<file path="config.mk">
export PLATFORM = sky130hd
export DESIGN_NAME = instruction_fetcher
export DESIGN_NICKNAME = d
export VERILOG_FILES = /design/src/rtl/instruction_fetcher_pkg.sv /design/src/rtl/instruction_fetcher_branch_history_table.sv /design/src/rtl/instruction_fetcher.sv
export SDC_FILE = /design/constraint.sdc
export NUM_CORES = 1
export LEC_CHECK = 0
export BUFFER_PORTS_ARGS = -buffer_cell sky130_fd_sc_hd__buf_2
export CAP_MARGIN = 10
export CORE_MARGIN = 1
export CORE_UTILIZATION = 54
export CTS_CLUSTER_SIZE = 14
export DETAILED_ROUTE_END_ITERATION = 10
export MAX_ROUTING_LAYER = met4
export PLACE_DENSITY = 0.79
export SYNTH_ARGS = -nofsm -noshare
export SYNTH_HDL_FRONTEND = slang
export SYNTH_SLANG_ARGS = --single-unit
</file>
<file path="constraint.sdc">
create_clock -name Sys_clk -period 5.1 [get_ports Sys_clk]
set_clock_uncertainty 0.1 [all_clocks]
set_input_delay 0.255 -clock Sys_clk [delete_from_list [all_inputs] [get_ports Sys_clk]]
set_output_delay 0.255 -clock Sys_clk [all_outputs]
set_load 0.03 [all_outputs]
</file>
<file path="src/rtl/instruction_fetcher_pkg.sv">
// Shared definitions for the fetch unit: RV32I opcodes, immediate decoders
// and the fetch FSM state encoding.
package instruction_fetcher_pkg;

  localparam logic [6:0] OPC_JAL    = 7'b1101111;
  localparam logic [6:0] OPC_JALR   = 7'b1100111;
  localparam logic [6:0] OPC_BRANCH = 7'b1100011;

  typedef enum logic [1:0] {
    ST_FETCH,
    ST_WAIT_IC,
    ST_HOLD,
    ST_WAIT_JALR
  } fetch_state_e;

  function automatic logic [31:0] j_imm(input logic [31:0] inst);
    return {{12{inst[31]}}, inst[19:12], inst[20], inst[30:21], 1'b0};
  endfunction

  function automatic logic [31:0] b_imm(input logic [31:0] inst);
    return {{20{inst[31]}}, inst[7], inst[30:25], inst[11:8], 1'b0};
  endfunction

endpackage

</file>
<file path="src/rtl/instruction_fetcher_branch_history_table.sv">
// 2-bit saturating-counter branch predictor. With IF_BHT_EN defined the counters
// are live; otherwise prediction is static backward-taken/forward-not-taken.
module branch_history_table #(
  parameter int ADDR_WIDTH = 32,
  parameter int BHT_WIDTH  = 8
) (
  input  logic                  clk_i,
  input  logic                  rst_i,
  input  logic                  en_i,
  input  logic [ADDR_WIDTH-1:0] rd_pc_i,
  input  logic                  static_hint_i,
  output logic                  predict_o,
  input  logic                  upd_en_i,
  input  logic                  upd_taken_i,
  input  logic [ADDR_WIDTH-1:0] upd_pc_i
);

`ifdef IF_BHT_EN
  localparam int         ENTRIES  = 1 << BHT_WIDTH;
  localparam logic [1:0] CNT_INIT = 2'b01;

  logic [1:0]           cnt_q [ENTRIES];
  logic [BHT_WIDTH-1:0] rd_idx;
  logic [BHT_WIDTH-1:0] upd_idx;
  logic                 unused_ok;

  assign rd_idx    = rd_pc_i[BHT_WIDTH+1:2];
  assign upd_idx   = upd_pc_i[BHT_WIDTH+1:2];
  assign predict_o = cnt_q[rd_idx][1];
  assign unused_ok = ^{static_hint_i, rd_pc_i, upd_pc_i};

  // NOTE: the counters are flops, not RAM, so every entry takes the weak
  // not-taken value on reset; an unreset array would predict garbage.
  always_ff @(posedge clk_i or posedge rst_i) begin
    if (rst_i) begin
      for (int i = 0; i < ENTRIES; i++) cnt_q[i] <= CNT_INIT;
    end else if (en_i && upd_en_i) begin
      if (upd_taken_i && cnt_q[upd_idx] != 2'b11)
        cnt_q[upd_idx] <= cnt_q[upd_idx] + 2'b01;
      else if (!upd_taken_i && cnt_q[upd_idx] != 2'b00)
        cnt_q[upd_idx] <= cnt_q[upd_idx] - 2'b01;
    end
  end
`else
  logic unused_ok;

  assign predict_o = static_hint_i;
  assign unused_ok = ^{clk_i, rst_i, en_i, rd_pc_i, upd_en_i, upd_taken_i, upd_pc_i};
`endif

endmodule

</file>
<file path="src/rtl/instruction_fetcher.sv">
// RV32I fetch unit: PC, ICache request/response, branch prediction, JALR stall and
// mispredict redirect. Define IF_BHT_EN for dynamic (BHT) prediction.
module instruction_fetcher
  import instruction_fetcher_pkg::*;
#(
  parameter int                    ADDR_WIDTH = 32,
  parameter int                    BHT_WIDTH  = 8,
  parameter logic [ADDR_WIDTH-1:0] RESET_PC   = '0
) (
  input  logic                  Sys_clk,
  input  logic                  Sys_rst,
  input  logic                  Sys_rdy,
  output logic                  IFIC_en,
  output logic [ADDR_WIDTH-1:0] IFIC_addr,
  input  logic                  ICIF_en,
  input  logic [31:0]           ICIF_data,
  input  logic                  DPIF_full,
  output logic                  IFDP_en,
  output logic [31:0]           IFDP_inst,
  output logic [ADDR_WIDTH-1:0] IFDP_pc,
  output logic                  IFDP_predict_result,
  input  logic                  RoBIF_jalr_en,
  input  logic                  RoBIF_branch_en,
  input  logic                  RoBIF_pre_judge,
  input  logic                  RoBIF_branch_result,
  input  logic [ADDR_WIDTH-1:0] RoBIF_branch_pc,
  input  logic [ADDR_WIDTH-1:0] RoBIF_next_pc
);

  fetch_state_e          state_q, state_d;
  logic [ADDR_WIDTH-1:0] pc_q, pc_d;
  logic                  ific_en_q, ific_en_d;
  logic [ADDR_WIDTH-1:0] ific_addr_q, ific_addr_d;
  logic                  ifdp_en_q, ifdp_en_d;
  logic [31:0]           ifdp_inst_q, ifdp_inst_d;
  logic [ADDR_WIDTH-1:0] ifdp_pc_q, ifdp_pc_d;
  logic                  ifdp_pred_q, ifdp_pred_d;
  logic                  hold_jalr_q, hold_jalr_d;

  logic                  mispredict;
  logic                  is_jal, is_jalr, is_branch;
  logic                  bht_pred;
  logic                  predict;
  logic [ADDR_WIDTH-1:0] fetch_next_pc;

  assign mispredict = RoBIF_branch_en && !RoBIF_pre_judge;
  assign is_jal     = ICIF_data[6:0] == OPC_JAL;
  assign is_jalr    = ICIF_data[6:0] == OPC_JALR;
  assign is_branch  = ICIF_data[6:0] == OPC_BRANCH;
  assign predict    = is_branch && bht_pred;

  branch_history_table #(
    .ADDR_WIDTH(ADDR_WIDTH),
    .BHT_WIDTH (BHT_WIDTH)
  ) u_bht (
    .clk_i        (Sys_clk),
    .rst_i        (Sys_rst),
    .en_i         (Sys_rdy),
    .rd_pc_i      (pc_q),
    .static_hint_i(ICIF_data[31]),
    .predict_o    (bht_pred),
    .upd_en_i     (RoBIF_branch_en),
    .upd_taken_i  (RoBIF_branch_result),
    .upd_pc_i     (RoBIF_branch_pc)
  );

  // NOTE: every comb output gets a default first, so no path can infer a latch.
  always_comb begin
    fetch_next_pc = pc_q + ADDR_WIDTH'(4);
    if (is_jal)
      fetch_next_pc = pc_q + ADDR_WIDTH'(signed'(j_imm(ICIF_data)));
    else if (predict)
      fetch_next_pc = pc_q + ADDR_WIDTH'(signed'(b_imm(ICIF_data)));
  end

  // NOTE: state is updated with non-blocking assignments so all flops sample
  // the same pre-edge values regardless of process ordering.
  always_ff @(posedge Sys_clk or posedge Sys_rst) begin
    if (Sys_rst)      state_q <= ST_FETCH;
    else if (Sys_rdy) state_q <= state_d;
  end

  always_comb begin
    state_d = state_q;
    if (mispredict) begin
      state_d = ST_FETCH;
    end else begin
      case (state_q)
        ST_FETCH:     if (!DPIF_full) state_d = ST_WAIT_IC;
        ST_WAIT_IC:
          if (ICIF_en) begin
            if (DPIF_full)    state_d = ST_HOLD;
            else if (is_jalr) state_d = ST_WAIT_JALR;
            else              state_d = ST_FETCH;
          end
        ST_HOLD:      if (!DPIF_full) state_d = hold_jalr_q ? ST_WAIT_JALR : ST_FETCH;
        ST_WAIT_JALR: if (RoBIF_jalr_en) state_d = ST_FETCH;
        default:      state_d = ST_FETCH;
      endcase
    end
  end

  // A pending instruction stays valid until a cycle with DPIF_full low takes it.
  always_comb begin
    pc_d        = pc_q;
    ific_en_d   = ific_en_q;
    ific_addr_d = ific_addr_q;
    ifdp_en_d   = ifdp_en_q && DPIF_full;
    ifdp_inst_d = ifdp_inst_q;
    ifdp_pc_d   = ifdp_pc_q;
    ifdp_pred_d = ifdp_pred_q;
    hold_jalr_d = hold_jalr_q;
    if (mispredict) begin
      pc_d      = RoBIF_next_pc;
      ific_en_d = 1'b0;
      ifdp_en_d = 1'b0;
    end else begin
      case (state_q)
        ST_FETCH: begin
          ific_en_d = !DPIF_full;
          if (!DPIF_full) ific_addr_d = pc_q;
        end
        ST_WAIT_IC:
          if (ICIF_en) begin
            ific_en_d   = 1'b0;
            ifdp_en_d   = 1'b1;
            ifdp_inst_d = ICIF_data;
            ifdp_pc_d   = pc_q;
            ifdp_pred_d = predict;
            pc_d        = fetch_next_pc;
            hold_jalr_d = is_jalr;
          end
        ST_WAIT_JALR: if (RoBIF_jalr_en) pc_d = RoBIF_next_pc;
        default: ;
      endcase
    end
  end

  always_ff @(posedge Sys_clk or posedge Sys_rst) begin
    if (Sys_rst) begin
      pc_q        <= RESET_PC;
      ific_en_q   <= 1'b0;
      ific_addr_q <= '0;
      ifdp_en_q   <= 1'b0;
      ifdp_inst_q <= '0;
      ifdp_pc_q   <= '0;
      ifdp_pred_q <= 1'b0;
      hold_jalr_q <= 1'b0;
    end else if (Sys_rdy) begin
      pc_q        <= pc_d;
      ific_en_q   <= ific_en_d;
      ific_addr_q <= ific_addr_d;
      ifdp_en_q   <= ifdp_en_d;
      ifdp_inst_q <= ifdp_inst_d;
      ifdp_pc_q   <= ifdp_pc_d;
      ifdp_pred_q <= ifdp_pred_d;
      hold_jalr_q <= hold_jalr_d;
    end
  end

  assign IFIC_en             = ific_en_q;
  assign IFIC_addr           = ific_addr_q;
  assign IFDP_en             = ifdp_en_q;
  assign IFDP_inst           = ifdp_inst_q;
  assign IFDP_pc             = ifdp_pc_q;
  assign IFDP_predict_result = ifdp_pred_q;

endmodule

</file>
Word level (Yosys, flattened, before mapping) --
Cells that the tools add are included.
Word-level totals: flip-flop bits (word level) 134, bits in latches 0, RAM bits 0, memory bits (read-only) 0, bits of input ports 105, output and inout port bits 99, memories kept 0
Operators by class: add/sub/neg operators 3, multipliers 0, divide/modulo/power cells 0, order comparisons 0, equal/unequal tests 10, shifts and indexed selects 0, muxes and demuxes 21, bitwise gates (word level) 2, reductions and logical operators 13
Operators by type and width (count):
- 2-to-1 mux 32 bit | 5
- adder 32 bit | 2
- case mux 32 bit (2 select lines) | 1
- adder 32 x 3 -> 32 bit (second input constant) | 1
- == test 7 bit (second input constant) | 3
- 2-to-1 mux 2 bit | 8
- != test 3 bit (second input constant) | 4
- AND reduction 4 bit | 3
- case mux 2 bit (4 select lines) | 1
- nonzero test 3 bit | 2
- 2-to-1 mux 1 bit | 5
- AND reduction 5 bit | 1
- == test 2 bit (second input constant) | 2
- logical AND 1 bit | 3
- AND reduction 3 bit | 1
- == test 2 x 1 -> 1 bit (second input constant) | 1
- logical NOT 1 bit | 2
- logical NOT 2 bit | 1
- inverter 1 bit | 2
- case mux 1 bit (2 select lines) | 1

Longest topological paths before layout --
word-level depth 7, depth in mapped cells 11, mapped depth without buffers 11

By module --
From an unflattened synthesis, not the netlist that was laid out.
Unflattened totals: cells, all modules 1092, area, all modules 9046.2 µm²
Modules (own cells, without submodules):
- instruction_fetcher | times used 1, cells each 1091, area an instance 9038.7 µm², seq. area each 3353.2 µm²
- branch_history_table | times used 1, cells each 1, area an instance 7.5 µm², seq. area each 0.0 µm²

Worst setup path after synthesis --
OpenSTA, ideal clock, no wires.
kind reg2reg, start register pc_q[9], end register pc_q[30], library setup time 0.127 ns, data arrival time 2.444 ns, required time 4.873 ns, path slack 2.429 ns, cell stages (with the launch flop) 10, period minus slack after synthesis 2.671 ns, cells stage by stage dfrtp_1 ha_1 a21oi_1 o21a_1 o21ai_0 o21bai_4 o31ai_4 mux2_1 a221oi_2 nor3_2
On the way: longest elaborated chain between the ends 6, elaborated cells between the ends (all ways) 8, those cells by class add/sub: 3; mux: 5
RTL lines:
- start, declared | line instruction_fetcher.sv:31 | logic [ADDR_WIDTH-1:0] pc_q, pc_d;
- start signal, assigned | line instruction_fetcher.sv:150 | pc_q <= pc_d;
- adder 32 x 3 -> 32 bit or adder 32 bit (tied branches) | line instruction_fetcher.sv:69, instruction_fetcher.sv:73
- 2-to-1 mux 32 bit | line instruction_fetcher.sv:72 | else if (predict)
- 2-to-1 mux 32 bit (*) | line instruction_fetcher.sv:70 | if (is_jal)
- 2-to-1 mux 32 bit (*) | line instruction_fetcher.sv:124 | if (ICIF_en) begin
- case mux 32 bit (2 select lines) (*) | line instruction_fetcher.sv:118 | case (state_q)
- 2-to-1 mux 32 bit (*) | line instruction_fetcher.sv:113 | if (mispredict) begin
Mark *: on every way between the ends. The rest lies on a longest branch, timed or not. The select of a mux whose other input is x is not followed. A chain may end at the register's enable or synchronous reset.

Worst setup path after layout --
start register pc_q[14], end register pc_q[27]
The elaborated chain is that of the path after synthesis.

==> flow_summary.json <==
{
  "syn_area_per_cell_um2": 8.40,
  "yosysSeqAreaShare_pct": 35.5,
  "gp_congestion": 0.982,
  "post-place-ws_ns": 1.90,
  "tritoncts": "yes",
  "whs_ns": 0.00953,
  "grt_pass1_wl_mm": 46.7,
  "finalHoldViolCount": 0,
  "cts_hold_buf": 37,
  "met2_length_mm": 13.7,
  "coreArea_mm2": 0.0168,
  "p_comb_share_pct": 51.7,
  "wl_mm": 29.1,
  "arrival_ns": 3.47,
  "dieWidth_um": 134,
  "drive_gt1_share_pct": 22.0,
  "dr.max_layer_used": "met4",
  "cts_htree_levels": 4,
  "antenna_left": 0,
  "drc": 0,
  "end_kind": "flip-flop",
  "gr-total-overflow": 0,
  "max-clock-path-buffers": 2,
  "diodes": 0,
  "mappedNetlistArea_mm2": 0.00944,
  "io_pins": 204,
  "post_cts_resized": 0,
  "final.setup.tns_ns": 0,
  "min_period_over_period_pct": 63.7,
  "row_count": 47,
  "synth_cell_type_count": 92,
  "rsz0062_at_grt": "no",
  "worstSetupPathType": "reg2reg",
  "ys.flop_type": "dfrtp_1",
  "clock_sinks": 134,
  "yosys_warnings": 0,
  "start_util_pct": 56.1,
  "p_sw_share_pct": 47.7,
  "seq_power_share_pct": 29.6,
  "area.growth.synth_to_final_pct": 20.1,
  "wl_met1_mm": 12.4,
  "cts_made_buffers": 17,
  "clk_transition_reported_paths_ns": 0.06,
  "timing.fmax_mhz": 308,
  "first_pass_iters": 6,
  "p_leak_nw": 5.30,
  "crit_fanout": 9,
  "clkPwrFrac_pct": 18.7,
  "worstMarginPinSlew_ns": 0.911,
  "port_buffers": 170,
  "netlist_instances": 1124,
  "layout_common_cells": "nand2_1, buf_2, dfrtp_1, a21oi_1, o21ai_0",
  "grt_start_max_net_pins": 86,
  "cp_data_required_time_ns": 5.32,
  "final_common_cell": "nand2_1",
  "fp.dieH_um": 134,
  "final_nets": 1449,
  "ir_drop_mv": 0.398,
  "p_per_area_mw_per_mm2": 559,
  "layout_min_cycle_time_ns": 3.25,
  "first_global_vias": 9006,
  "slew_headroom_pct": 39.0,
  "grt_usage_pct": 34.2,
  "maxCapViolCount": 0,
  "drv_slew": 0,
  "clock-root-buffer": "clkbuf_16",
  "internal_power_mw": 3.31,
  "synth_edf_count": 0,
  "setup_viol": 0,
  "fin_ws_ns": 1.85,
  "met3_length_mm": 2.03,
  "synthArstFlopShare_pct": 100,
  "cts_setup_buffers": 0,
  "power.total_mw": 6.34,
  "antenna_found_initial": 0,
  "netSwitchingPower_mw": 3.03,
  "viasPerCell": 6.11,
  "dp_hpwl_mm": 19.8,
  "syn-num-nets": 1275,
  "drtIter0Drc": 911,
  "critPathLaunchType": "flip-flop",
  "status": "complete, no violations",
  "clkLatencyLatePin_ns": 0.44,
  "die_area_mm2": 0.0180,
  "ys_ff_latch": 134,
  "wl_per_cell_um": 19.0,
  "hold_class": "in2reg",
  "vias": 9348
}
[area by class of cell]
type                       count  area (um2)
multi-input combinational    902        5730
fill                        1435        5480
sequential                   134        3350
timing repair buffer         222        1330
clock buffer                  18         429
tap                          220         275
clock inverter                14         130
inverter                      21        83.8
[worst max-delay path: stages (launching register included)]
cell	delay [ns]
dfrtp_1	0.51
ha_1	0.42
a21oi_1	0.29
or2_1	0.16
a31oi_1	0.13
o41ai_2	0.43
nand2_1	0.18
a21oi_1	0.42
mux2i_1	0.14
or3_1	0.35
[path summary, 6_finish.rpt]
path,cells past startpoint,from,to,slack [ns]
max,9,pc_q[14],pc_q[27],1.85
min,3,RoBIF_next_pc[7],pc_q[7],0.01
max reg2reg,9,pc_q[14],pc_q[27],1.85
min reg2reg,2,IFDP_inst[14],IFDP_inst[14],0.37
max in group asynchronous,4,Sys_rst,IFIC_addr[6],3.39
min in group asynchronous,3,Sys_rst,IFDP_pc[24],0.40
[cells in the mapped netlist, drive strengths merged (6+ instances only)]
master,instances,area share [%]
nand2,264,11
dfrtp,134,36
a21oi,83,4.7
o21ai,79,4.2
nor2,58,2.4
ha,44,5.8
clkbuf,36,1.4
mux2,36,4.3
buf,31,1.7
xnor2,30,2.8
nand3,27,1.4
inv,21,0.84
xor2,20,1.9
nand4,19,1.6
nor3,19,1.3
a31oi,15,1.2
and3,14,0.93
o211ai,14,1.2
a21o,13,1.0
o21a,13,1.0
a211oi,12,0.95
or3,12,0.80
a221oi,11,1.2
nor2b,10,0.66
and2,8,0.56
nand2b,8,0.56
o221ai,8,0.74
mux2i,7,0.74
o21bai,7,0.68
and4,6,0.58
[cells by family (layout without fill, tap and decap cells)]
kind of cell	Yosys count	after routing	synth area share, %
AND/OR/NAND/NOR	466	466	23.4
multiplexers	43	43	5.08
adder cells (fa/ha/maj)	46	46	6.26
buffers and inverters	88	275	3.95
flip-flops	134	134	35.5
AO/OA/AOI/OAI	297	297	21.2
XOR/XNOR	50	50	4.64
[state kept, by name, indices dropped and copies added (netlist names)]
name and cells:
IFDP_en 1, IFDP_inst 32, IFDP_pc 32, IFDP_predict_result 1
IFIC_addr 32, IFIC_en 1, hold_jalr_q 1, pc_q 32
state_q 2
[routing by layer]
metal	track usage [%]	vias up
met2	52.4	428
met3	5.48	81
met5	-	-
met4	15.5	0
met1	44.7	4479
li1	-	4360
[through the flow]
stage / utilization [%] / instance area [um2] / cells
final: 67.4 / 11300 / 1531
after global routing: 67.4 / 11300 / 1531
after CTS: 67.4 / 11300 / 1531
after detailed placement: 61.9 / 10400 / 1462
after global placement: 61.9 / 10400 / 1462
after floorplan: - / 9440 / 1124
[power groups by stage]
| stage | clock [mW] | sequential, mW | combinational (mW) |
|---|---|---|---|
| after detailed placement | 0 | 1.88 | 3.18 |
| after global placement | 0 | 1.85 | 3.14 |
| after CTS | 1.19 | 1.87 | 3.24 |
| after global routing | 1.23 | 1.93 | 3.55 |
| final | 1.19 | 1.88 | 3.28 |
| after floorplan | 0 | 2.37 | 1.84 |
(Power assumes the default switching activity.)
